$ cat config.mk
export PLATFORM = sky130hd
export DESIGN_NAME = bus_arbiter
export DESIGN_NICKNAME = d
export VERILOG_FILES = /design/src/rtl/bus_arbiter.sv
export SDC_FILE = /design/constraint.sdc
export NUM_CORES = 1
export LEC_CHECK = 0
export CORE_MARGIN = 1
export CORE_UTILIZATION = 48
export DETAILED_ROUTE_END_ITERATION = 8
export PLACE_DENSITY = 0.75
export SLEW_MARGIN = 20
export SYNTH_ARGS = -nofsm -noshare
export SYNTH_HDL_FRONTEND = slang
export SYNTH_SLANG_ARGS = --single-unit
export TNS_END_PERCENT = 5
$ cat constraint.sdc
create_clock -name clk -period 2.3 [get_ports clk]
set_input_delay 0.46 -clock clk [delete_from_list [all_inputs] [get_ports clk]]
set_output_delay 0.46 -clock clk [all_outputs]
set_load 0.005 [all_outputs]
$ cat src/rtl/bus_arbiter.sv
// bus_arbiter: round-robin owner sequencer for the shared tri-state data bus.
// It drives the buffer enables so that at most one buffer drives the bus at a time.
// Between two owners it inserts an idle turnaround of TURN_CYCLES cycles.
// Optional macro BUS_ARB_TIMEOUT_EN enables forced revocation after MAX_HOLD cycles.
// When the macro is absent there is no hold counter and timeout is tied low.
module bus_arbiter #(
  parameter int N_REQ       = 4,
  parameter int TURN_CYCLES = 1,
  parameter int MAX_HOLD    = 16
) (
  input  logic                     clk,
  input  logic                     rst_n,
  input  logic [N_REQ-1:0]         req,
  output logic [N_REQ-1:0]         bus_en,
  output logic [$clog2(N_REQ)-1:0] grant_id,
  output logic                     bus_busy,
  output logic                     timeout
);

  localparam int ID_W = $clog2(N_REQ);

  typedef enum logic [1:0] {IDLE, GRANT, TURN} state_t;

  state_t            state_q, state_d;
  logic [ID_W-1:0]   rr_ptr_q, rr_ptr_d;
  logic [2:0]        turn_cnt_q, turn_cnt_d;
  logic [N_REQ-1:0]  bus_en_d;
  logic [ID_W-1:0]   grant_id_d;
  logic              bus_busy_d;
  logic [ID_W:0]     pick;
  logic              drop;
`ifdef BUS_ARB_TIMEOUT_EN
  logic [7:0]        hold_q, hold_d;
  logic              timeout_d;
`endif

  if (N_REQ < 2 || N_REQ > 16 || TURN_CYCLES < 1 || TURN_CYCLES > 7 ||
      MAX_HOLD < 1 || MAX_HOLD > 255) begin : g_bad_param
    $error("bus_arbiter: parameter out of range");
  end

  // First set request at or above ptr, wrapping modulo N_REQ; MSB flags a hit.
  function automatic logic [ID_W:0] rr_pick(input logic [N_REQ-1:0] r,
                                            input logic [ID_W-1:0]  ptr);
    logic [ID_W:0]   res;
    logic [ID_W-1:0] cand;
    int              idx;
    res = '0;
    // Walk from the far end so the nearest candidate is written last and wins.
    for (int k = N_REQ - 1; k >= 0; k--) begin
      idx  = (int'(ptr) + k) % N_REQ;
      cand = ID_W'(idx);
      if (r[cand]) res = {1'b1, cand};
    end
    return res;
  endfunction

  // Requester following id in round-robin order.
  function automatic logic [ID_W-1:0] ptr_after(input logic [ID_W-1:0] id);
    return (int'(id) == N_REQ - 1) ? '0 : id + ID_W'(1);
  endfunction

  // Next-state and next-output decode; every output comes straight from a register.
  always_comb begin
    state_d    = state_q;
    rr_ptr_d   = rr_ptr_q;
    turn_cnt_d = turn_cnt_q;
    bus_en_d   = bus_en;
    grant_id_d = grant_id;
    bus_busy_d = bus_busy;
    pick       = rr_pick(req, rr_ptr_q);
    drop       = 1'b0;
`ifdef BUS_ARB_TIMEOUT_EN
    hold_d     = hold_q;
    timeout_d  = 1'b0;
`endif
    case (state_q)
      IDLE: begin
        if (pick[ID_W]) begin
          bus_en_d   = N_REQ'(1) << pick[ID_W-1:0];
          grant_id_d = pick[ID_W-1:0];
          bus_busy_d = 1'b1;
          state_d    = GRANT;
`ifdef BUS_ARB_TIMEOUT_EN
          hold_d     = '0;
`endif
        end
      end
      GRANT: begin
        drop = !req[grant_id];
`ifdef BUS_ARB_TIMEOUT_EN
        if (!drop && hold_q == 8'(MAX_HOLD - 1)) begin
          drop      = 1'b1;
          timeout_d = 1'b1;
        end else begin
          hold_d = hold_q + 8'd1;
        end
`endif
        // A release and a revocation follow the same path into the turnaround.
        if (drop) begin
          bus_en_d   = '0;
          bus_busy_d = 1'b0;
          rr_ptr_d   = ptr_after(grant_id);
          turn_cnt_d = '0;
          state_d    = TURN;
        end
      end
      TURN: begin
        if (turn_cnt_q == 3'(TURN_CYCLES - 1)) begin
          turn_cnt_d = '0;
          state_d    = IDLE;
        end else begin
          turn_cnt_d = turn_cnt_q + 3'd1;
        end
      end
      default: state_d = IDLE;
    endcase
  end

  // State and output registers; reset drops the bus immediately with no turnaround.
  always_ff @(posedge clk) begin
    if (!rst_n) begin
      state_q    <= IDLE;
      rr_ptr_q   <= '0;
      turn_cnt_q <= '0;
      bus_en     <= '0;
      grant_id   <= '0;
      bus_busy   <= 1'b0;
`ifdef BUS_ARB_TIMEOUT_EN
      hold_q     <= '0;
      timeout    <= 1'b0;
`endif
    end else begin
      state_q    <= state_d;
      rr_ptr_q   <= rr_ptr_d;
      turn_cnt_q <= turn_cnt_d;
      bus_en     <= bus_en_d;
      grant_id   <= grant_id_d;
      bus_busy   <= bus_busy_d;
`ifdef BUS_ARB_TIMEOUT_EN
      hold_q     <= hold_d;
      timeout    <= timeout_d;
`endif
    end
  end

`ifndef BUS_ARB_TIMEOUT_EN
  assign timeout = 1'b0;
`endif

endmodule

==> out/qor.csv, run 1 <==
metric;value;unit
clock latency on the worst-skew pair;0.28;ns
CTS resizes;0;
cell area power density;615.6;mW/mm²
Ports;14;
commonest non-fill, non-tap cells in the layout;14 x dfxtp_1, 12 x clkdlybuf4s50_1, 6 x nand2_1, 6 x a21oi_1, 6 x buf_4;
outcome;completed;
synthesized area;718.2;µm²
number of distinct library cells after synthesis;31;
synth top area cells;dfxtp_1 39%, a32o_1 5.6%, ha_1 5.2%, a21oi_1 4.2%, nor2b_1 3.5%;
drt first-iter violations;22;
Synth Warn #;0;
Max Cap Viol;0;
Die Wd;40.68;µm
syn avg cell area;9.327;µm²
CTS tree;built;
Via density;5.883;
Total Die Area;0.001655;mm²
via count;653;
CTS Buffer Depth;2;
delay-heaviest family, CP;simple AND/OR/NAND/NOR gates;
final setup violation count;0;
RSZ-0062 raised after global routing;no;
P&R area growth vs syn;28.57;%
per-cell routed wire length;13.20;µm
H-tree levels;1;
Remaining Overflow, GRT;0;
IO buf count;12;
clock root buffer master;clkbuf_4;
setup TNS;0;ns
dpl ws;0.04566;ns
Max VDD drop;0.4961;mV
setup bufs post-CTS;0;
Startpoint Class;input port;
RD Place Congestion;0.8135;
total CTS buffers;3;
Mapped Nets;86;
fmax;0.5046;GHz
crit path max fanout;5;
Fillers;101;
largest net degree at the start of global routing;13;
Max stage delay on crit path;0.42;ns
number of diodes;0;
Crit Path Class;in -> reg;
die height;40.68;µm
first drt pass iteration count;4;
# hold bufs at CTS;0;
FF+latch count, synth;14;
Worst Skew;0.004262;ns
max-slew violations;0;
Residual DRC;0;
Hold/Removal Path Class;reg -> reg;
post-synth top area cell;dfxtp_1;
routed wire length;1.465;mm
Core ar.;0.001350;mm²
worst setup margin;0.3182;ns
Data arrival, critical path;2.15;ns
initial antenna violation count;0;
first-pass GRT wire length;2.201;mm
register area share after synthesis;39.02;%
CP Cell Sequence;clkdlybuf4s50_1, buf_4, nor4_1, nor3_1, and2_1, a32o_1;
DPL Wire Length;1.090;mm
Initial Utilization;53.20;%
CP Capture Type;flop;
most common cell after layout, fill and taps aside;dfxtp_1;
clock sink total;14;
Leakage;0.3399;nW
# rows;13;
Crit path required time;2.47;ns
Worst-path clk slew;0.08;ns
minimum clock period;1.982;ns
top-area cell type share of the netlist area;39.02;%
Final Hold Fails;0;
gr usage total;21.00;%
final net count;106;
Slew headroom;66.67;%
share of layout cells above drive strength 1;14.58;%
Critical-path top delay cell;clkdlybuf4s50_1;
Worst-Margin Slew;0.4962;ns
cell count after synthesis;77;
post-route ant nets;0;
Final Cycle Share;86.17;%
CP bufs+invs;2;
number of global-route vias before repair;522;
-- logic make-up after synthesis --
kind of cell	after synthesis	share of synthesized area (%)
adders and majority gates	3	5.227
muxes	2	4.529
and+or+nand+nor	25	19.34
DFF	14	39.02
other	1	0.5221
AOI/OAI and AO/OA	24	26.66
buffers and inverters	8	4.705
-- layer usage --
metal	track usage [%]	wire length [µm]	vias up
met5	0	0	-
li1	-	-	324
met3	10.33	104	2
met1	24.66	662	299
met4	7.500	14	0
met2	32.94	684	28
-- worst register-to-register path: stages (launching register included) --
cell,delay (ns)
dfxtp_1,0.44
mux4_2,0.58
or3_4,0.39
a311oi_2,0.24
nor2b_1,0.06
-- layout make-up --
type	count	area, µm²	area share [%]
Multi-Input combinational cell	55	404.1	43.77
Inverter	5	18.77	2.033
Timing Repair Buffer	18	165.2	17.89
Clock buffer	4	36.28	3.930
Sequential cell	14	280.3	30.35
Tap cell	15	18.77	2.033
-- synthesized netlist by cell type, drive strengths merged --
library cell and n:
nand2 6, nor2 2, conb 1, nor4b 1, a21boi 3, nor4 1
nor2b 4, o22ai 1, a2bb2oi 1, a311oi 1, mux4 1, buf 1
nor3 5, a32oi 1, mux2i 1, nand2b 2, ha 3, and2 1
nor3b 1, a32o 4, o21a 3, inv 5, dfxtp 14, o22a 1
clkbuf 2, o2bb2ai 1, a21oi 6, o221ai 1, or3 2, o211a 1
-- path summary, 6_finish.rpt --
check,start,depth (start not counted),endpoint,slack (ns)
setup / recovery,req[0],6,bus_en[1],0.32
hold / removal,bus_en[2],1,bus_en[2],0.48
setup reg to reg,grant_id[0],4,turn_cnt_q[2],0.49
hold reg to reg,bus_en[2],1,bus_en[2],0.48
-- flip-flops by register name, indices dropped and copies added (netlist names) --
register and count:
turn_cnt_q 3, bus_en 4, state_q 2, grant_id 2, bus_busy 1, rr_ptr_q 2
-- through the flow --
step / total power [mW] / utilization (%) / area [µm²] / std cells / hold slack [ns]
floorplan: 0.3403 / - / 718.2 / 77 / 0.4657
global placement: 0.3968 / 65.71 / 887.1 / 107 / 0.4542
detailed placement: 0.3983 / 65.71 / 887.1 / 107 / 0.4686
CTS: 0.5741 / 68.40 / 923.4 / 111 / 0.4903
global route: 0.5988 / 68.40 / 923.4 / 111 / 0.5036
finish: 0.5684 / 68.40 / 923.4 / 111 / 0.4789
-- where the power goes --
group / switching (mW) / internal [mW]
Sequential: 0.0137 / 0.258
Clock: 0.0779 / 0.0963
Combinational: 0.0543 / 0.0681
Note: power is estimated with default switching activity, not from simulation.
==> run 2, diff against run 1 <==
- CELL_PAD_IN_SITES_DETAIL_PLACEMENT: unset -> 1
- CELL_PAD_IN_SITES_GLOBAL_PLACEMENT: unset -> 1
- CORE_UTILIZATION: 48 -> 39
- CTS_BUF_LIST: unset -> sky130_fd_sc_hd__clkbuf_8
- PLACE_DENSITY: 0.75 -> unset
- PLACE_DENSITY_LB_ADDON: unset -> 0.1
==> out/qor.csv, run 2 (synthesis gave the netlist of run 1 again) <==
metric;value;unit;change
worst setup margin;0.3535;ns;+0.03532 ns
Worst Skew;0.0006411;ns;-0.003621 ns
final net count;109;;+2.8%
Core ar.;0.001727;mm²;+28%
Critical-path top delay cell;mux4_2;;
Crit path required time;2.44;ns;-0.03 ns
largest net degree at the start of global routing;13;;unchanged
clock sink total;14;;unchanged
Max VDD drop;0.4213;mV;-15%
via count;667;;+2.1%
routed wire length;1.910;mm;+30%
Worst-path clk slew;0.06;ns;-0.02 ns
Initial Utilization;41.59;%;-12 points
Final Hold Fails;0;;unchanged
cell area power density;669.3;mW/mm²;+8.7%
# rows;15;;+2
drt first-iter violations;22;;unchanged
placed cell area;922.1;µm²;+3.9%
DPL Wire Length;1.361;mm;+25%
first-pass GRT wire length;3.160;mm;+44%
gr usage total;23.28;%;+2.3 points
commonest non-fill, non-tap cells in the layout;14 x dfxtp_1, 12 x clkdlybuf4s50_1, 9 x buf_4;;
CTS resizes;0;;unchanged
outcome;completed;;
RSZ-0062 raised after global routing;no;;
Residual DRC;0;;unchanged
dpl ws;0.09217;ns;+0.04651 ns
CTS Buffer Depth;2;;unchanged
crit path max fanout;5;;unchanged
Final Power;654.1;µW;+15%
CP Capture Type;flop;;
Via density;5.379;;-8.6%
final setup violation count;0;;unchanged
H-tree levels;1;;unchanged
per-cell routed wire length;15.40;µm;+17%
setup TNS;0;ns;unchanged
Setup crit start;req[3];;
clock latency on the worst-skew pair;0.25;ns;-0.03 ns
Ports;14;;unchanged
total CTS buffers;3;;unchanged
Top reg by flops;bus_en;;
biggest regs;bus_en x4, turn_cnt_q x3;;
Startpoint Class;input port;;
Crit Path Class;in -> reg;;
max-slew violations;0;;unchanged
IO buf count;12;;unchanged
Remaining Overflow, GRT;0;;unchanged
Leakage;0.3626;nW;+6.7%
final instance area;977.2;µm²;+5.8%
delay-heaviest family, CP;multiplexers;;
min-delay src;bus_en[0];;
Max stage delay on crit path;0.51;ns;+0.09 ns
minimum clock period;1.946;ns;-0.03532 ns
Die Wd;44.91;µm;+10%
max reg flops;4;;unchanged
number of diodes;0;;unchanged
fmax;0.5137;GHz;+1.8%
post-layout util;56.59;%;-12 points
Max Cap Viol;0;;unchanged
Final Cycle Share;84.63;%;-1.5 points
RD Place Congestion;0.7107;;-13%
share of layout cells above drive strength 1;17.17;%;+2.6 points
# hold bufs at CTS;0;;unchanged
CP bufs+invs;1;;-1
die height;44.91;µm;+10%
setup bufs post-CTS;0;;unchanged
most common cell after layout, fill and taps aside;dfxtp_1;;
first drt pass iteration count;4;;unchanged
CTS tree;built;;
P&R area growth vs syn;36.06;%;
reg-to-reg startpoint;grant_id[0];;
Total Die Area;0.002017;mm²;+22%
Data arrival, critical path;2.09;ns;-0.06 ns
CP Cell Sequence;clkdlybuf4s50_1, mux4_2, or3_4, a311oi_2, nor2b_1;;
clock root buffer master;clkbuf_8;;
post-route ant nets;0;;unchanged
number of global-route vias before repair;660;;+26%
initial antenna violation count;0;;unchanged
Hold/Removal Path Class;reg -> reg;;
run 2: changes by cell type in the layout (fill, tap and decap cells not counted):
| cell | before | now |
|---|---|---|
| buf_4 | 6 | 9 |
| clkbuf_8 | 1 | 4 |
| clkbuf_4 | 3 | 0 |
run 2: final timing paths:
kind | cells after the start | slack, ns | endpoint
setup / recovery | 5 | 0.35 | turn_cnt_q[2]
hold / removal | 1 | 0.47 | bus_en[0]
setup reg to reg | 4 | 0.49 | turn_cnt_q[2]
hold reg to reg | 1 | 0.47 | bus_en[0]
run 2: report_power, final:
part	internal [mW]	total [mW]	switching, mW
combinational	0.0726	0.130	0.0574
sequential	0.259	0.274	0.0149
clock	0.152	0.250	0.0984
total	0.483	0.654	0.171
run 2: worst reg2reg max path: stages, from the launching register on:
cell and delay [ns]:
dfxtp_1 0.44, mux4_2 0.57, or3_4 0.39, a311oi_2 0.24, nor2b_1 0.07
run 2: layout make-up:
cell class	count	area, µm²
sequential	14	280.3
tap	25	31.28
clock buffer	4	55.05
timing repair buffer	21	187.7
multi-input combinational	55	404.1
fill	210	749.5
inverter	5	18.77
run 2: through the flow:
| stage | instances | hold slack, ns |
|---|---|---|
| 2_1_floorplan | 77 | 0.4657 |
| 3_3_place_gp | 120 | 0.4511 |
| 3_5_place_dp | 120 | 0.4645 |
| 4_1_cts | 124 | 0.4793 |
| 5_1_grt | 124 | 0.4963 |
| 6_report | 124 | 0.4729 |
run 2: metal layers:
metal	wire length [µm]	global-route usage (%)	vias up
met3	75	7.200	5
met1	915	29.70	319
met4	50	14.55	0
li1	-	-	328
met2	868	34.12	15
met5	0	0	-
==> run 3, diff against run 2 <==
- clock period: 2.3 -> 1.9 ns (I/O delays scaled with it)
==> out/qor.csv, run 3 (synthesis gave the netlist of run 1 again) <==
metric;value;unit;change
Max stage delay on crit path;0.49;ns;-0.02 ns
dpl ws;-0.2727;ns;-0.3649 ns
per-cell routed wire length;14.56;µm;-5.5%
P&R area growth vs syn;38.68;%;
max reg flops;4;;unchanged
sw power;199.0;µW;+17%
number of global-route vias before repair;631;;-4.4%
H-tree levels;1;;unchanged
RSZ-0062 raised after global routing;no;;
CP bufs+invs;3;;+2
Via density;5.368;;-0.21%
worst setup margin;0.06004;ns;-0.2935 ns
Net Sw Frac;25.31;%;-0.79 points
cell area power density;789.5;mW/mm²;+18%
gr usage total;20.18;%;-3.1 points
Crit Path Class;in -> reg;;
RD Place Congestion;0.7299;;+2.7%
biggest regs;bus_en x4, turn_cnt_q x3;;
Leakage;0.3700;nW;+2.0%
drt first-iter violations;18;;-18%
Total Die Area;0.002017;mm²;unchanged
setup bufs post-CTS;0;;unchanged
share of layout cells above drive strength 1;20.00;%;+2.8 points
Seq pwr share;41.8;%;about the same
Worst-path clk slew;0.06;ns;about the same
Die Wd;44.91;µm;unchanged
delay-heaviest family, CP;buffers and inverters;;
Multi-input gate area;416.7;µm²;+3.1%
max-slew violations;0;;unchanged
Hold/Removal Path Class;reg -> reg;;
setup TNS;0;ns;unchanged
crit path max fanout;4;;-1
CTS tree;built;;
Combinational Power Share;21.1;%;+1.2 points
largest net degree at the start of global routing;9;;-4
Residual DRC;0;;unchanged
post-layout util;57.68;%;+1.1 points
Top reg by flops;bus_en;;
first drt pass iteration count;4;;unchanged
Critical-path top delay cell;mux4_2;;
post-route ant nets;0;;unchanged
Max VDD drop;0.4315;mV;+2.4%
internal power;587.3;µW;+22%
Final Cycle Share;96.84;%;
worst hold slack;0.4700;ns;-0.002913 ns
fmax;0.5435;GHz;
clock group share of total power;37.1;%;-1.2 points
Worst Skew;0.003313;ns;+0.002672 ns
total CTS buffers;3;;unchanged
IO buf count;12;;unchanged
routed wire length;1.820;mm;-4.7%
Final Hold Fails;0;;unchanged
via count;671;;+0.60%
CP Capture Type;flop;;
Max Cap Viol;0;;unchanged
CTS Buffer Depth;2;;unchanged
number of diodes;0;;unchanged
final setup violation count;0;;unchanged
final net count;110;;+0.92%
clock root buffer master;clkbuf_8;;
outcome;completed;;
first-pass GRT wire length;2.877;mm;-9.0%
Initial Utilization;41.59;%;unchanged
CP Cell Sequence;clkdlybuf4s50_1, mux4_2, buf_4, nor3_1, buf_4, nor2_1, o21a_1;;
Core ar.;0.001727;mm²;unchanged
minimum clock period;1.840;ns;
Ports;14;;unchanged
Crit path required time;2.04;ns;-0.40 ns
# hold bufs at CTS;0;;unchanged
initial antenna violation count;0;;unchanged
DPL Wire Length;1.390;mm;+2.2%
cell mode on critical path;buf_4;;
Final Power;786.3;µW;+20%
most common cell after layout, fill and taps aside;dfxtp_1;;
Remaining Overflow, GRT;0;;unchanged
clock sink total;14;;unchanged
clock latency on the worst-skew pair;0.24;ns;about the same
Data arrival, critical path;1.98;ns;-0.11 ns
Startpoint Class;input port;;
commonest non-fill, non-tap cells in the layout;14 x dfxtp_1, 11 x clkdlybuf4s50_1, 10 x buf_4;;
die height;44.91;µm;unchanged
reg2reg setup slack;0.24;ns;-0.25 ns
Reg area;280.3;µm²;unchanged
# rows;15;;unchanged
Fillers;206;;-1.9%
## run 3: power groups by stage
stage | Combinational, mW | Sequential [mW] | Clock, mW
global placement | 0.157 | 0.335 | 0
CTS | 0.163 | 0.329 | 0.295
global route | 0.179 | 0.331 | 0.317
finish | 0.166 | 0.328 | 0.292
floorplan | 0.0792 | 0.333 | 0
detailed placement | 0.161 | 0.335 | 0
## run 3: path summary, 6_finish.rpt
| check | endpoint | cells after the start | start |
|---|---|---|---|
| worst max-delay path | rr_ptr_q[0] | 7 | req[3] |
| worst min-delay path | bus_en[0] | 1 | bus_en[0] |
| worst max register to register | rr_ptr_q[0] | 6 | grant_id[0] |
| worst min register to register | bus_en[0] | 1 | bus_en[0] |
## run 3: final cells by class
| class | count | share of cell area (%) |
|---|---|---|
| Multi-Input combinational cell | 55 | 41.83 |
| Sequential cell | 14 | 28.14 |
| Timing Repair Buffer | 22 | 19.47 |
| Clock buffer | 4 | 5.528 |
| Tap cell | 25 | 3.141 |
| Inverter | 5 | 1.884 |
## run 3: repair_timing
item                       CTS  global route
pin swaps                    0             1
setup endpoints to repair    4             5
resized for setup            1             2
## run 3: metal layers
layer  GRT usage [%]  share of wire [%]  routed length, µm  up-vias
li1                -                  -                  -      332
met5               0                  0                  0        -
met1           28.22                 51                921      325
met3           4.800                3.0                 54        2
met2           30.29                 46                833       12
met4           7.273               0.55                 10        0
## run 3: per-stage QoR
step | std cells | instance area [µm²]
after floorplan | 77 | 718.2
after detailed placement | 121 | 929.6
after global routing | 125 | 996.0
after CTS | 125 | 983.4
after global placement | 121 | 929.6
final | 125 | 996.0
